File: src/rtl/ntt_bfly_post.sv
// Post-reduction Cooley-Tukey butterfly: E=(A+C) mod q, O=(A-C) mod q.
// Delays A/mode/valid to meet the reducer output and flags the last pair.
module ntt_bfly_post #(
  parameter int DATA_SIZE = 32,
  parameter int MR_LAT    = 4,
  parameter int N_PAIRS   = 128
) (
  input  logic                 clk,
  input  logic                 reset,
  input  logic [DATA_SIZE-1:0] q,
  input  logic                 clear,
  input  logic                 mode,
  input  logic                 in_valid,
  input  logic [DATA_SIZE-1:0] A,
  input  logic [DATA_SIZE-1:0] C,
  output logic                 out_valid,
  output logic [DATA_SIZE-1:0] E,
  output logic [DATA_SIZE-1:0] O,
  output logic                 out_last
);

  localparam int DW = DATA_SIZE;
  localparam int CW = (N_PAIRS > 1) ? $clog2(N_PAIRS) : 1;
  localparam logic [CW-1:0] LAST = CW'(N_PAIRS - 1);

  logic [MR_LAT-1:0] dl_v_q;
  logic [MR_LAT-1:0] dl_m_q;
  logic [DW-1:0]     dl_a_q [MR_LAT];

  logic          s1_v_q, s1_m_q;
  logic [DW:0]   s1_sum_q, s1_diff_q;
  logic [DW:0]   s1_sum_d, s1_diff_d;

  logic          out_valid_q;
  logic [DW-1:0] e_q, o_q, e_d, o_d;
  logic [DW:0]   sum_red;
  logic [CW-1:0] cnt_q;

  logic [DW-1:0] a_tap;
  logic          v_tap, m_tap;

  assign a_tap = dl_a_q[MR_LAT-1];
  assign v_tap = dl_v_q[MR_LAT-1];
  assign m_tap = dl_m_q[MR_LAT-1];

  always_ff @(posedge clk or negedge reset) begin
    if (!reset) begin
      dl_v_q <= '0;
      dl_m_q <= '0;
      for (int i = 0; i < MR_LAT; i++) dl_a_q[i] <= '0;
    end else begin
      dl_v_q[0] <= in_valid & ~clear;
      dl_m_q[0] <= mode;
      dl_a_q[0] <= A;
      for (int i = 1; i < MR_LAT; i++) begin
        dl_v_q[i] <= dl_v_q[i-1] & ~clear;
        dl_m_q[i] <= dl_m_q[i-1];
        dl_a_q[i] <= dl_a_q[i-1];
      end
    end
  end

  // Passthrough reuses the sum/diff registers to carry A and C.
  always_comb begin
    s1_sum_d  = {1'b0, a_tap} + {1'b0, C};
    s1_diff_d = {1'b0, a_tap} - {1'b0, C};
    if (m_tap) begin
      s1_sum_d  = {1'b0, a_tap};
      s1_diff_d = {1'b0, C};
    end
  end

  always_ff @(posedge clk or negedge reset) begin
    if (!reset) begin
      s1_v_q    <= 1'b0;
      s1_m_q    <= 1'b0;
      s1_sum_q  <= '0;
      s1_diff_q <= '0;
    end else begin
      s1_v_q <= v_tap & ~clear;
      if (v_tap) begin
        s1_m_q    <= m_tap;
        s1_sum_q  <= s1_sum_d;
        s1_diff_q <= s1_diff_d;
      end
    end
  end

  always_comb begin
    sum_red = s1_sum_q - {1'b0, q};
    e_d     = s1_sum_q[DW-1:0];
    o_d     = s1_diff_q[DW-1:0];
    if (!s1_m_q) begin
      if (s1_sum_q >= {1'b0, q}) e_d = sum_red[DW-1:0];
      if (s1_diff_q[DW])         o_d = s1_diff_q[DW-1:0] + q;
    end
  end

  always_ff @(posedge clk or negedge reset) begin
    if (!reset) begin
      out_valid_q <= 1'b0;
      e_q         <= '0;
      o_q         <= '0;
      cnt_q       <= '0;
    end else begin
      out_valid_q <= s1_v_q & ~clear;
      if (s1_v_q) begin
        e_q <= e_d;
        o_q <= o_d;
      end
      if (clear)
        cnt_q <= '0;
      else if (out_valid_q)
        cnt_q <= (cnt_q == LAST) ? '0 : cnt_q + CW'(1);
    end
  end

  assign out_valid = out_valid_q;
  assign E         = e_q;
  assign O         = o_q;
  assign out_last  = out_valid_q & (cnt_q == LAST);

endmodule

File: config.mk
export PLATFORM = sky130hd
export DESIGN_NAME = ntt_bfly_post
export DESIGN_NICKNAME = d
export VERILOG_FILES = /design/src/rtl/ntt_bfly_post.sv
export SDC_FILE = /design/constraint.sdc
export NUM_CORES = 1
export LEC_CHECK = 0
export BUFFER_PORTS_ARGS = -buffer_cell sky130_fd_sc_hd__buf_4
export CAP_MARGIN = 20
export CORE_ASPECT_RATIO = 0.5
export CORE_MARGIN = 10
export CORE_UTILIZATION = 54
export CTS_CLUSTER_SIZE = 24
export DETAILED_ROUTE_END_ITERATION = 8
export GPL_ROUTABILITY_DRIVEN = 0
export GPL_TIMING_DRIVEN = 0
export PLACE_DENSITY = 0.77
export SLEW_MARGIN = 20
export SYNTH_ARGS = -nofsm -noshare
export SYNTH_HDL_FRONTEND = slang
export SYNTH_SLANG_ARGS = --single-unit
File: constraint.sdc
create_clock -name clk -period 2.75 [get_ports clk]
set_input_delay 0.55 -clock clk [delete_from_list [all_inputs] [get_ports clk]]
set_output_delay 0.55 -clock clk [all_outputs]
set_load 0.02 [all_outputs]
Yosys cells after proc, flatten, opt, wreduce, memory -nomap -nowiden --
Index checks and enable logic that the tools add are counted.
Storage, ports and cells: output and inout port bits 66, logic and storage cells 39, register bits after elaboration 276, input bits 101
Operators by class: bitwise operators 8, magnitude comparators 1, multiplexer cells 9, reductions and logical operators 1, add/subtract/negate cells 5, equal/unequal tests 1
Operator list (count):
- $mux W32 | 4
- $mux W33 | 2
- $add A32 B32 Y33 | 1
- $ge A33 B32 Y1 | 1
- $sub A32 B32 Y33 | 1
- $add A32 B32 Y32 | 1
- $sub A32 B32 Y32 | 1
- $mux W7 | 3
- $add A7 B1 Y7 const B | 1
- $and A1 B1 Y1 | 7
- $eq A7 B7 Y1 const B | 1
- $reduce_bool A2 Y1 | 1
- $not A1 Y1 | 1

Logic depth before layout (Yosys ltp) --
Gate-level depths: netlist of run 1.
depth after elaboration 4, mapped depth 14, gate-level depth less buffers 14

Worst setup path before layout of run 1 --
OpenSTA, ideal clock, no wires.
path type input -> register, from in C[13], to reg s1_diff_q[30], arrival time 2.952 ns, path buffers 1, path slack -0.341 ns, cell stages on the path 13, cells stage by stage inv_1 > ha_1 > buf_2 > a22oi_1 > nand3_1 > or4_1 > nor3_2 > nand3_1 > a41oi_1 > nor3_1 > a221o_1 > xnor2_1 > o221ai_1
On the way: word-level cells in the longest chain between the ends 2
Ends and longest elaborated chain:
- start: declaration | RTL line 15 | input logic [DATA_SIZE-1:0] C,
- $sub A32 B32 Y33 | RTL line 66 | s1_diff_d = {1'b0, a_tap} - {1'b0, C};
- $mux W33 | RTL line 67 | if (m_tap) begin
- end signal: assignment | RTL line 84 | s1_diff_q <= s1_diff_d;
- end: declaration | RTL line 31 | logic [DW:0] s1_sum_q, s1_diff_q;
No other way between the ends. A chain may end at the register's enable or synchronous reset.

Final worst setup path of run 1 --
from reg s1_sum_q[0], to reg e_q[30] (netlist: E[30])
On the way: word-level cells in the longest chain between the ends 3
Ends and longest elaborated chain:
- start: declaration | RTL line 31
- start signal: assignment | RTL line 83 | s1_sum_q <= s1_sum_d;
- $sub A32 B32 Y32 or $ge A33 B32 Y1 (tied branches) | RTL line 90, 94
- $mux W32 (*) | RTL line 94 | if (s1_sum_q >= {1'b0, q}) e_d = sum_red[DW-1:0];
- $mux W32 (*) | RTL line 93 | if (!s1_m_q) begin
- end signal: assignment | RTL line 102 | e_q <= '0;
- end signal: assignment | RTL line 108 | e_q <= e_d;
- end: declaration | RTL line 35 | logic [DW-1:0] e_q, o_q, e_d, o_d;
Every way passes the cells marked *; elsewhere a longest branch is shown, timed or not.

==> flow_metrics.tcl, run 1 <==
set metrics [dict create \
    status "complete, but fails checks" \
    violations "negative setup slack" \
    p_int_uw 9820 \
    die_h_um 143 \
    worstPathCellList "inv_2 -> ha_4 -> inv_2 -> fa_2 -> a21o_1 -> a22o_1 -> o41a_1 -> o21ai_4 -> buf_6 -> o311ai_4 -> a221o_1 -> a21oi_2 -> xnor2_1 -> mux2i_1 -> a21oi_1" \
    pwr-share-comb_pct 43.4 \
    fillers 1984 \
    ys.flop_type "dfrtp_1" \
    coreArea_um2 29500 \
    die_w_um 266 \
    ctsLongestPathBuffers 3 \
    synthesis.area_um2 16400 \
    crit_fanout 3 \
    clkSinkCount 276 \
    hold_viol 0 \
    yosysUniqueCellTypes 78 \
    dpl_cell_area_um2 18600 \
    drc 0 \
    cp-start-kind "register" \
    post-dp-hpwl_mm 37.9 \
    antenna_found_initial 1 \
    power_density_nw_per_um2 754 \
    yosys_warnings 0 \
    cp_top_family "compound AO/OA/AOI/OAI gates" \
    min_to "dl_a_q[112]" \
    ant_nets 0 \
    critical_path_arrival_ps 3590 \
    fmax_ghz 0.321 \
    max_cap_viol_count 0 \
    path_buf_inv 3 \
    grt_pass1_wl_mm 75.6 \
    syn-num-nets 2015 \
    syn2layout_area_growth_pct 29.3 \
    critPathKind "reg2reg" \
    cts_buffers 25 \
    clock_power_share_pct 22.2 \
    synth_top_area_share_pct 42.1 \
    p_total_uw 16000 \
    synth-edff-count 0 \
    hold_depth 1 \
    cts_tree "done" \
    num_io_pins 167 \
    clkLatencyLatePin_ps 550 \
    num_rows 44 \
    async_flop_share_pct 100 \
    critical_path_required_ps 3230 \
    p_sw_share_pct 38.5 \
    p_leak_uw 0.00961 \
    cp_slowest_cell "dfrtp_1" \
    grt_use_total_pct 25.1 \
    worstReg2RegStart "s1_sum_q[0]" \
    first_pass_iters 6 \
    min_from "A[16]" \
    synth_top_area_cell "dfrtp_1" \
    htree_levels 1 \
    drive_gt1_share_pct 27.1 \
    synthTopCellsByCount "276 x dfrtp_1, 210 x nor2_1, 197 x a21oi_1, 128 x ha_1, 125 x inv_1" \
    rsz0062_at_grt "yes" \
    start_util_pct 55.6 \
    skew_ps 16.4 \
    relSlewSlack_pct 49.2 \
    synth.top_cells.by_area "dfrtp_1 42%, ha_1 9.8%, a21oi_1 6.0%, xnor2_1 4.9%, nor2_1 4.8%" \
    finalCritPeriodShare_pct 113 \
    worst_slack_ps -363 \
    clkSlewWorstSetupHoldPaths_ps 70 \
    p_sw_uw 6150 \
    synth-seq-cells 276 \
    slowest_delay_ps 400 \
    ys_seq_area_share_pct 42.1 \
    clock-root-buffer "clkbuf_16" \
    drt_iter0_markers 1885 \
    routed_wl_mm 52.5 \
    vias_per_cell 6.02 \
    final-setup-viol-count 70 \
    r2r_cells 15 \
    grt_max_degree 102 \
    crit_path_end_kind "register" \
    vias 14900 \
    io_buffers 166 \
    power_frac_seq_pct 34.4 \
    tightestPinTransition_ps 761 \
    fin_crit_ps 3110 \
    synth_cells 1782 \
    cpMostUsedCell "inv_2" \
    grt_pass1_vias 13600 \
    postLayoutCellArea_um2 21200 \
    maxSlewViolCount 0 \
    yosysMostFrequentCell "dfrtp_1" \
    avgSynthCellArea_um2 9.20 \
    hold_class "in2reg" \
    finalNetCount 2289 \
    ir_drop_mv 0.536 \
    worstReg2RegEnd "E[30]" \
    finalSetupTns_ps -15310 \
    overflow 0 \
    routedWlPerCell_um 21.3 \
    reg2reg_slack_ps -360 \
    dieArea_um2 38100 \
]
==> placed cells by master, fill, tap and decap left out, types with 13 or more instances in the layout <==
master,count
o21bai_1,20
and3_1,15
nand2_1,113
a31oi_1,32
o21ai_1,17
o21ai_2,14
mux2i_1,25
xor2_1,23
o21ai_0,50
nor2b_1,13
clkbuf_16,25
nor3_1,18
a21oi_1,169
ha_1,90
xnor2_2,15
nor2_1,205
dfrtp_2,27
a21o_1,52
nand2b_1,14
mux2_2,14
nand4_1,17
dfrtp_1,249
inv_1,115
ha_4,26
xnor2_1,75
nand3_1,39
buf_4,246
a21oi_2,24
clkbuf_1,59
==> power by group through the flow <==
stage	sequential, uW	clock (uW)	combinational (uW)
finish	5490	3550	6940
global route	5520	3780	7460
CTS	5410	3600	6120
detailed placement	5470	0	5740
global placement	5440	0	5630
floorplan	5520	0	3760
==> registers in the layout (all words and copies together), names as in the netlist <==
register and flops:
s1_m_q 1, O 32, dl_a_q 96, dl_v_q 4, cnt_q 7, s1_diff_q 33, a_tap 32, E 32
s1_sum_q 33, dl_m_q 4, out_valid 1, s1_v_q 1
==> worst max path at each step <==
stage / end / cells past startpoint / startpoint
CTS: E[26] / 13 / s1_sum_q[4]
global route: E[30] / 15 / s1_sum_q[0]
finish: E[30] / 15 / s1_sum_q[0]
floorplan: E[30] / 13 / q[0]
global placement: E[29] / 1 / reset
detailed placement: E[26] / 15 / q[1]
==> routing by layer <==
layer  routed length [um]  up-vias  GRT usage, %  part of all wire (%)
met5                    0        -             0                     0
met4                 1550        0          5.89                   3.0
met3                 6440      137          6.53                    12
met2                23300      813          38.6                    44
met1                21200     7110          34.9                    40
li1                     -     6790             -                     -
==> kinds of logic after synthesis <==
family,synth area share [%]
AOI/OAI and AO/OA,20.0
buffers and inverters,5.14
and+or+nand+nor,13.4
xor gates and xnor gates,6.09
muxes,2.93
DFF,42.1
adders and majority gates,10.3
==> area by class of cell <==
| type | instances | area, um2 | area share (%) |
|---|---|---|---|
| Clock buffer | 28 | 657 | 3.10 |
| Buffer | 77 | 430 | 2.03 |
| Inverter | 130 | 513 | 2.42 |
| Clock inverter | 16 | 164 | 0.774 |
| Tap cell | 391 | 489 | 2.31 |
| Sequential cell | 276 | 6940 | 32.8 |
| Multi-Input combinational cell | 1289 | 9960 | 47.0 |
| Antenna cell | 1 | 2.50 | 0.0118 |
| Timing Repair Buffer | 257 | 2020 | 9.55 |
==> through the flow <==
step	utilization, %	setup slack, ps	hold WS (ps)	std cells
2_1_floorplan	-	-301	254	1782
3_3_place_gp	62.8	-1140	332	2339
3_5_place_dp	63.1	-836	335	2342
4_1_cts	67.7	-361	93.8	2409
5_1_grt	71.9	-494	91.8	2465
6_report	71.9	-363	112	2465
==> repair_timing <==
| action | 4_1_cts | 5_1_grt |
|---|---|---|
| resized for setup | 71 | 182 |
| setup endpoints to repair | 75 | 87 |
| hold buffers | 1 | 0 |
| endpoints found under the hold margin | 28 | 0 |
| buffers inserted | 28 | 67 |
| pin swaps | 73 | 89 |
Note: power is estimated with default switching activity, not from simulation.
==> run 2, diff against run 1 <==
--- a/config.mk
+++ b/config.mk
@@ -7,14 +7,16 @@
 export LEC_CHECK = 0
 export BUFFER_PORTS_ARGS = -buffer_cell sky130_fd_sc_hd__buf_4
 export CAP_MARGIN = 20
+export CELL_PAD_IN_SITES_DETAIL_PLACEMENT = 2
+export CELL_PAD_IN_SITES_GLOBAL_PLACEMENT = 2
 export CORE_ASPECT_RATIO = 0.5
 export CORE_MARGIN = 10
-export CORE_UTILIZATION = 54
-export CTS_CLUSTER_SIZE = 24
+export CORE_UTILIZATION = 34
+export CTS_CLUSTER_SIZE = 14
 export DETAILED_ROUTE_END_ITERATION = 8
 export GPL_ROUTABILITY_DRIVEN = 0
 export GPL_TIMING_DRIVEN = 0
-export PLACE_DENSITY = 0.77
+export PLACE_DENSITY_LB_ADDON = 0.1
 export SLEW_MARGIN = 20
 export SYNTH_ARGS = -nofsm -noshare
 export SYNTH_HDL_FRONTEND = slang
==> run 2 against run 1 <==
Against the previous run:
- highest routed layer is now met5
- sequential share of layout area down 1.7 points
- register-to-register slack worse by 160 ps
- non-clock buffer count grew 33
- power rose by 9.9%
- largest cell class unchanged
- the run still ends with negative setup slack left
==> flow_metrics.tcl, run 2 (same netlist as run 1, synthesis figures left out) <==
set metrics [dict create \
    p_sw_uw 7010 \
    cts_tree "done" \
    dieArea_um2 57900 \
    syn2layout_area_growth_pct 36.5 \
    clkLatencyLatePin_ps 580 \
    finalCritPeriodShare_pct 119 \
    hold_viol 0 \
    routedWlPerCell_um 25.8 \
    cp-start-kind "register" \
    htree_levels 1 \
    grt_use_total_pct 22.3 \
    slowest_delay_ps 420 \
    final-setup-viol-count 73 \
    ant_nets 0 \
    cpMostUsedCell "inv_2" \
    routed_wl_mm 70.8 \
    p_int_uw 10500 \
    fin_crit_ps 3270 \
    clkSinkCount 276 \
    post-dp-hpwl_mm 50.9 \
    stdcell_count 2747 \
    ir_drop_mv 0.501 \
    skew_ps 20.7 \
    p_sw_share_pct 39.9 \
    vias 14900 \
    final_common_cell "buf_4" \
    num_io_pins 167 \
    antenna_found_initial 1 \
    io_buffers 166 \
    vias_per_cell 5.43 \
    crit_fanout 3 \
    cts_buffers 27 \
    crit_path_end_kind "register" \
    drt_iter0_markers 904 \
    die_h_um 175 \
    antenna_cells 0 \
    critical_path_arrival_ps 3770 \
    cp_top_family "compound AO/OA/AOI/OAI gates" \
    grt_pass1_vias 15300 \
    num_rows 56 \
    clock-root-buffer "clkbuf_16" \
    grt_max_degree 89 \
    grt_pass1_wl_mm 99.3 \
    first_pass_iters 5 \
    hold_class "in2reg" \
    finalNetCount 2324 \
    pwr-share-comb_pct 45.5 \
    clkSlewWorstSetupHoldPaths_ps 70 \
    rsz0062_at_grt "yes" \
    critPathKind "reg2reg" \
    maxSlewViolCount 0 \
    coreArea_um2 47200 \
    power_density_nw_per_um2 784 \
    top_register "dl_a_q" \
    largestRegisters "dl_a_q: 96 flops, s1_diff_q: 33 flops, s1_sum_q: 33 flops" \
    power_frac_seq_pct 32.0 \
    ctsLongestPathBuffers 3 \
    largest_reg_flops 96 \
    start_util_pct 34.7 \
    status "complete, but fails checks" \
    drive_gt1_share_pct 30.8 \
    cp_slowest_cell "dfrtp_1" \
    fmax_ghz 0.306 \
    die_w_um 330 \
    p_total_uw 17500 \
    tightestPinTransition_ps 1150 \
    relSlewSlack_pct 23.5 \
    p_leak_uw 0.00989 \
    clock_power_share_pct 22.5 \
    overflow 0 \
    critical_path_required_ps 3250 \
    worstPathCellList "inv_2 -> ha_4 -> inv_2 -> fa_2 -> a21o_1 -> a22o_1 -> o41a_1 -> o21ai_4 -> o311ai_4 -> a221o_1 -> a21oi_2 -> xnor2_1 -> mux2i_1 -> a21oi_1" \
    worst_slack_ps -521 \
    final_cell_mix "268 x buf_4, 245 x dfrtp_1, 201 x nor2_1" \
    reg2reg_slack_ps -520 \
    violations "negative setup slack" \
    drc 0 \
    path_buf_inv 2 \
    max_cap_viol_count 0 \
    place_inst 2589 \
]
run 2: cell count changes in the layout (fill, tap and decap cells not counted), sizes merged:
cell,delta
buf,+31
bufinv,+1
clkbuf,+11
clkinv,-5
diode,-1
inv,-2
run 2: metrics by stage:
step                      hold slack, ps  cell area (um2)  setup slack [ps]  utilization (%)  TNS [ps]
after floorplan                      254            16800              -301                -     -6740
after global placement               331            18800             -1370             39.8   -418380
after detailed placement             336            18900             -1140             40.0    -64300
after CTS                           44.5            20500              -465             43.5    -21340
after global routing                55.1            22400              -654             47.4    -27820
final                               76.9            22400              -521             47.4    -21290
run 2: metal layers:
metal / GRT usage, % / vias to the layer above / share of wire [%]
met2: 33.3 / 332 / 44
met3: 3.46 / 74 / 5.2
li1: - / 6827 / -
met1: 33.6 / 7674 / 49
met4: 3.63 / 2 / 1.8
met5: 0 / - / 0.018
run 2: power by group through the flow:
stage          registers, uW  clock network, uW  logic (uW)
3_5_place_dp            5580                  0        6090
4_1_cts                 5530               4060        6630
5_1_grt                 5650               4240        8620
6_report                5610               3950        7990
2_1_floorplan           5520                  0        3760
3_3_place_gp            5540                  0        5940
run 2: layout make-up:
class / count / area, um2
fillers: 4958 / 24900
multi-input cells: 1289 / 10400
flip-flops and latches: 276 / 6950
repair buffers: 292 / 2400
well taps: 638 / 798
clock buffers: 37 / 753
inverters: 130 / 519
plain buffers: 75 / 413
clock inverters: 10 / 146
run 2: timing repair:
action                                  in CTS  in global routing
endpoints found under the setup margin      90                 93
pin swaps                                   72                137
setup buffers                               33                 87
hold buffers                                 1                  0
hold endpoints to repair                    28                  0
cloned                                       0                  4
gates resized for setup                    123                230
run 2: worst paths after layout:
kind,startpoint,to,cells after the start
max,s1_sum_q[0],E[30],14
min,A[17],dl_a_q[113],1
max reg2reg,s1_sum_q[0],E[30],14
min reg2reg,dl_a_q[58],a_tap[26],0
max in group asynchronous,reset,s1_sum_q[18],4
min in group asynchronous,reset,dl_a_q[72],2
